## src/rtl/vc_read_arbiter.sv

```systemverilog
// vc_read_arbiter
// Read-side controller for the two virtual-channel FIFOs of the transmit path.
// It issues combinational read strobes with VC0 priority and honours downstream
// backpressure. It realigns the FIFOs' one-cycle registered read data and
// presents a registered word stream with a valid strobe.
//
// Optional feature: define VC_FAIR_EN to bound VC0 bursts to MAX_BURST grants
// while VC1 has data. Without it, VC0 has strict priority and VC1 may starve.
//
// Backpressure only stops new reads. Up to two words already in flight still
// emerge, so the downstream almost_full threshold needs at least two entries of
// slack.

module vc_read_arbiter #(
  parameter int data_width = 6,
  parameter int MAX_BURST  = 4
) (
  input  logic                  clk,
  input  logic                  reset,
  input  logic                  init,
  input  logic                  empty_VC0,
  input  logic                  empty_VC1,
  input  logic [data_width-1:0] data_in_VC0,
  input  logic [data_width-1:0] data_in_VC1,
  input  logic                  almost_full_dest,
  output logic                  rd_enable_VC0,
  output logic                  rd_enable_VC1,
  output logic [data_width-1:0] data_out,
  output logic                  valid_out,
  output logic [1:0]            state
);

  typedef enum logic [1:0] {
    ST_RESET  = 2'd0,
    ST_INIT   = 2'd1,
    ST_IDLE   = 2'd2,
    ST_ACTIVE = 2'd3
  } state_t;

  state_t state_q;

  // Stage 1 records that a read went out and which channel supplied it.
  // Stage 2 (data_out/valid_out) picks up the FIFO word one cycle later.
  logic pend_q;
  logic sel_q;

  logic grant_ok;
  logic any_read;

  assign state = state_q;

  // Reads are only legal once the FSM is running and the downstream stage
  // can accept data.
  assign grant_ok = ((state_q == ST_IDLE) || (state_q == ST_ACTIVE)) &&
                    init && !almost_full_dest;

  assign any_read = rd_enable_VC0 || rd_enable_VC1;

`ifdef VC_FAIR_EN
  localparam logic [2:0] burst_limit = 3'(MAX_BURST);

  logic [2:0] burst_cnt;
  logic       force_vc1;

  // After MAX_BURST back-to-back VC0 grants with VC1 waiting, VC1 gets a turn.
  assign force_vc1 = !empty_VC1 && (burst_cnt >= burst_limit);

  // Grant selection with bounded VC0 bursts.
  always_comb begin
    // NOTE: every output of an always_comb gets a default first, so no path
    // leaves it unassigned and infers a latch.
    rd_enable_VC0 = 1'b0;
    rd_enable_VC1 = 1'b0;
    if (grant_ok) begin
      rd_enable_VC0 = !empty_VC0 && !force_vc1;
      rd_enable_VC1 = !empty_VC1 && (empty_VC0 || force_vc1);
    end
  end

  // Count consecutive VC0 grants only while VC1 is actually waiting.
  always_ff @(posedge clk or negedge reset) begin
    if (!reset) begin
      burst_cnt <= 3'd0;
    end else if (!init || (state_q == ST_INIT) || rd_enable_VC1 || empty_VC1) begin
      burst_cnt <= 3'd0;
    end else if (rd_enable_VC0) begin
      burst_cnt <= burst_cnt + 3'd1;
    end
  end
`else
  // Grant selection with strict VC0 priority.
  always_comb begin
    // NOTE: every output of an always_comb gets a default first, so no path
    // leaves it unassigned and infers a latch.
    rd_enable_VC0 = 1'b0;
    rd_enable_VC1 = 1'b0;
    if (grant_ok) begin
      rd_enable_VC0 = !empty_VC0;
      rd_enable_VC1 = empty_VC0 && !empty_VC1;
    end
  end
`endif

  // Control FSM. Soft init overrides every state; IDLE/ACTIVE only track
  // whether a read strobe is being issued this cycle.
  always_ff @(posedge clk or negedge reset) begin
    // NOTE: sequential state uses non-blocking assignments so every register
    // samples pre-edge values, independent of block ordering.
    if (!reset) begin
      state_q <= ST_RESET;
    end else if (!init) begin
      state_q <= ST_INIT;
    end else begin
      case (state_q)
        ST_RESET:  state_q <= ST_INIT;
        ST_INIT:   state_q <= ST_IDLE;
        ST_IDLE,
        ST_ACTIVE: state_q <= any_read ? ST_ACTIVE : ST_IDLE;
      endcase
    end
  end

  // Two-stage read pipeline. Init drops anything in flight, matching the
  // FIFOs flushing at the same time. data_out holds when no word arrives.
  always_ff @(posedge clk or negedge reset) begin
    if (!reset) begin
      pend_q    <= 1'b0;
      sel_q     <= 1'b0;
      data_out  <= '0;
      valid_out <= 1'b0;
    end else if (!init) begin
      pend_q    <= 1'b0;
      sel_q     <= 1'b0;
      data_out  <= '0;
      valid_out <= 1'b0;
    end else begin
      pend_q    <= any_read;
      sel_q     <= rd_enable_VC1;
      valid_out <= pend_q;
      if (pend_q) begin
        data_out <= sel_q ? data_in_VC1 : data_in_VC0;
      end
    end
  end

endmodule

```

## config.mk

```make
export PLATFORM = sky130hd
export DESIGN_NAME = vc_read_arbiter
export DESIGN_NICKNAME = d
export VERILOG_FILES = /design/src/rtl/vc_read_arbiter.sv
export SDC_FILE = /design/constraint.sdc
export NUM_CORES = 1
export LEC_CHECK = 0
export BUFFER_PORTS_ARGS = -buffer_cell sky130_fd_sc_hd__buf_2
export CAP_MARGIN = 20
export CORE_AREA = 8 8 45 47
export CTS_CLUSTER_DIAMETER = 30
export DETAILED_ROUTE_END_ITERATION = 10
export DIE_AREA = 0 0 53 55
export PLACE_DENSITY_LB_ADDON = 0.2
export SLEW_MARGIN = 20
export SYNTH_ARGS = -nofsm -noshare
export SYNTH_HDL_FRONTEND = slang
export SYNTH_SLANG_ARGS = --single-unit
export TNS_END_PERCENT = 5
```

## constraint.sdc

```tcl
create_clock -name clk -period 1 [get_ports clk]
set_input_delay 0 -clock clk [delete_from_list [all_inputs] [get_ports clk]]
set_output_delay 0 -clock clk [all_outputs]
set_load 0.03 [all_outputs]
```

* After elaboration in Yosys (flattened, before gate mapping)
Index checks and enable logic that the tools add are counted.
** Storage, ports and cells
- Register bits :: 11
** Operators by class
- Reduce and logical (&&, ||, !) cells :: 10
- Equal/unequal tests :: 4
- Mux-type cells :: 11
** Operator list (count)
- 2-to-1 mux 6 bit :: 3
- 2-to-1 mux 1 bit :: 6
- case mux 2 bit (3 select lines) :: 1
- equality test 2 bit (second input constant) :: 2
- logical AND 1 bit :: 3
- logical NOT 1 bit :: 3
- equality test 2 x 1 -> 1 bit (second input constant) :: 1
- logical NOT 2 bit :: 1
- logical OR 1 bit :: 2
- 2-to-1 mux 2 bit :: 1
- inequality test 2 x 1 -> 1 bit (second input constant) :: 1
- OR reduction 2 bit :: 1

* Logic depth before layout (Yosys ltp)
- Depth in word-level cells :: 9
- Depth in mapped cells :: 3

* Worst setup path after synthesis
No wires, ideal clock.
- Path kind :: reg2out
- Start point :: reg state_q[1], in the netlist state[1]
- End point :: out rd_enable_VC1
- Data arrival time :: 1.443 ns
- Stages on the path, launching flop included :: 3
- Buffers on the path :: 0
- Slack :: -0.443 ns
- Path through :: dfrtp_1 nand3b_2 nor3b_1
** On the way
- Word-level cells in the longest chain between the ends :: 5
- Elaborated cells on any way between the ends :: 6
- Classes of those cells :: eq/ne (2); mux (1); reduce/logical (3)
** RTL lines
- start, declared :: line 40 : state_t state_q;
- start signal, assigned :: line 118 : ST_ACTIVE: state_q <= any_read ? ST_ACTIVE : ST_IDLE;
- equality test 2 bit :: line 54 : assign grant_ok = ((state_q == ST_IDLE) || (state_q == ST_ACTIVE)) &&
- logical OR 1 bit (*) :: line 54
- logical AND 1 bit (*) :: line 54
- logical AND 1 bit (*) :: line 55 : init && !almost_full_dest;
- 2-to-1 mux 1 bit (*) :: line 97 : if (grant_ok) begin
- end, declared :: line 27 : output logic rd_enable_VC1,
Every way passes the cells marked *; elsewhere a longest branch is shown, timed or not.

* Final worst setup path
Same ends and word-level chain as after synthesis.

==> run metrics <==
Core ar.=1380 um2; HPWL after DPL=962 um; Required @ worst endpoint=1.00 ns; Root Driver=clkbuf_4; Mean Syn Cell Area=11.6 um2; synth unique cells=13; GP Congestion=0.602; Layout Utilization=53.6%; Setup-failing EPs final=1; final hold viol count=0; Fin Hold WS=0.00623 ns; vias in the first global route=472; count leader, synth=dfrtp_1; H-Tree Level Count=1; total grt overflow=0; Worst Hold End=state[0]; Post-synth EDFFs=0; failing checks=setup timing; Worst Tran Pin Value=0.241 ns; worst vdd ir=679 uV; Main synth FF type=dfrtp_1; Tightest Hold Check Type=in -> reg; crit end category=output port; reg2reg setup slack=0.11 ns; final wirelength=1230 um; post-layout min period=1.08 ns; Reg-to-Reg End=sel_q; first-pass GRT wire length=1990 um; FP Rows=14; WP data arrival=1.08 ns; status=finished with violations; Synth Instances=41; Mapped Nets=59; Leakage=0.383 nW; DR iter-0 viols=3; vias=444; initial antenna violation count=0; register area=278 um2; port buffer count=28; Worst-path clk slew=0.07 ns; # clock sinks=11; Netlist Area Pre-Place=477 um2; HP Start=almost_full_dest; Starting Density=34.4%; Max Buffers Root-to-Sink=2; Syn-to-layout area delta=55.6%; CP Class=reg -> out; Die ar.=2920 um2; achievable frequency=0.922 GHz; gr usage total=8.93%; clock skew=0.00286 ns; routed length per instance=13.2 um; area of the multi-input gates=209 um2; clock latency at the later pin of the worst-skew pair=0.26 ns; Startpoint Class=flop; Vert. Die Dim=55 um; area fraction of the dominant cell type after synthesis=57.7%; fill cell count=129; crit-path max cell delay=0.39 ns; ANT cells=0; Post-synth top cells=dfrtp_1 (11), a21oi_1 (6), mux2i_1 (6), o21ai_0 (6); r2r startpoint=state[1]; layout cells sized above 1=53.2%; worst-path fanout max=3; pwr dens=1290 nW/um2; max-cap violations=0; largest net degree at the start of global routing=14; # nets final=96; TritonCTS clock tree=done; Worst path slowest cell=dfrtp_2; fin cells=93; Num CTS Buffers=3; Final WS setup=-0.0844 ns; Yosys top cell by area=dfrtp_1; Vias per Instance=4.77; max_slew headroom=84.0%; synth warn=0; number of synthesized register bits=11; fin crit share=108%; first-pass detailed-route iteration total=2; Final Max Slew Viols=0; Final ANT Viol Nets=0; R2R depth=3; # IOs=29; die width=53 um; synth top area cells=dfrtp_1 (58%), mux2i_1 (13%), a21oi_1 (6.3%); Synth async-reset ratio=100%; sequential element share of the synthesized area=57.7%; worst hold stages=3; crit-path cells=nand3b_4, nor3b_4, buf_6; Placed Cells=85; RSZ-0062 raised after global routing=true; DRC=0
## state kept, by name, indices dropped and copies added (netlist names)
signal,count
sel_q,1
state,2
data_out,6
pend_q,1
valid_out,1
## repair_timing
action	in CTS	in global routing
setup endpoints to repair	2	5
resized for setup	5	2
hold buffers	2	0
hold endpoints to repair	12	0
buffers inserted	2	0
pin swaps	1	0
## cell usage in the layout, fill, tap and decap left out
cell type | synthesis | layout
a21oi_1 | 6 | 6
and2_1 | 1 | 1
and2_2 | 1 | 1
buf_2 | 0 | 25
buf_4 | 2 | 4
buf_6 | 0 | 3
clkbuf_1 | 0 | 1
clkbuf_4 | 0 | 3
dfrtp_1 | 11 | 9
dfrtp_2 | 0 | 2
dlygate4sd3_1 | 0 | 2
mux2i_1 | 6 | 6
nand2b_1 | 1 | 1
nand3b_4 | 0 | 1
nor2_1 | 2 | 1
nor2_2 | 0 | 1
nor3b_1 | 2 | 1
nor3b_4 | 0 | 1
o21a_1 | 1 | 1
o21ai_0 | 6 | 6
o21ai_1 | 1 | 1
## kinds of logic after synthesis
logic type,Yosys count,synth area share (%)
compound gates,14,15.2
mux,6,12.6
flops,11,57.7
simple gates,8,11.3
buf+inv,2,3.15
## worst max-delay path by stage
stage | startpoint | endpoint | slack, ns
after floorplan | state[1] | rd_enable_VC1 | 0.02
after global placement | state[1] | rd_enable_VC1 | 0.12
after detailed placement | pend_q | data_out[1] | 0.10
after global routing | state[1] | rd_enable_VC1 | -0.14
after CTS | state[1] | rd_enable_VC1 | -0.09
final | state[1] | rd_enable_VC1 | -0.08
## per-stage QoR
step,setup TNS [ns],cell area [um2],setup slack [ns],power (mW)
after floorplan,0,500,0.0243,0.571
after global placement,0,661,0.116,0.648
after detailed placement,0,661,0.104,0.648
after CTS,-0.0973,737,-0.0926,0.961
after global routing,-0.166,742,-0.136,1.00
final,-0.0844,742,-0.0844,0.954
## final cells by class
cell class,instances,share of cell area [%]
multi-input combinational,28,28.2
sequential,11,37.4
clock buffer,4,3.54
timing repair buffer,34,28.2
tap,16,2.70
## routing by layer
layer  part of all wire (%)  track usage, %
met1                     41            10.4
met2                     51            14.8
met3                    8.1            4.28
met4                      0            1.29
met5                      0               0
## critical path: cells and delay by family, from the launching register on
kind,cells,cell delay [ns]
flip-flops,1,0.39
buffers and inverters,1,0.15
AND/OR/NAND/NOR,2,0.28
## where the power goes
group	internal (mW)	switching [mW]
Clock	0.154	0.142
Sequential	0.466	0.0150
Combinational	0.0797	0.0981
Total	0.699	0.255
No activity file was read; power rests on OpenSTA's default activity.
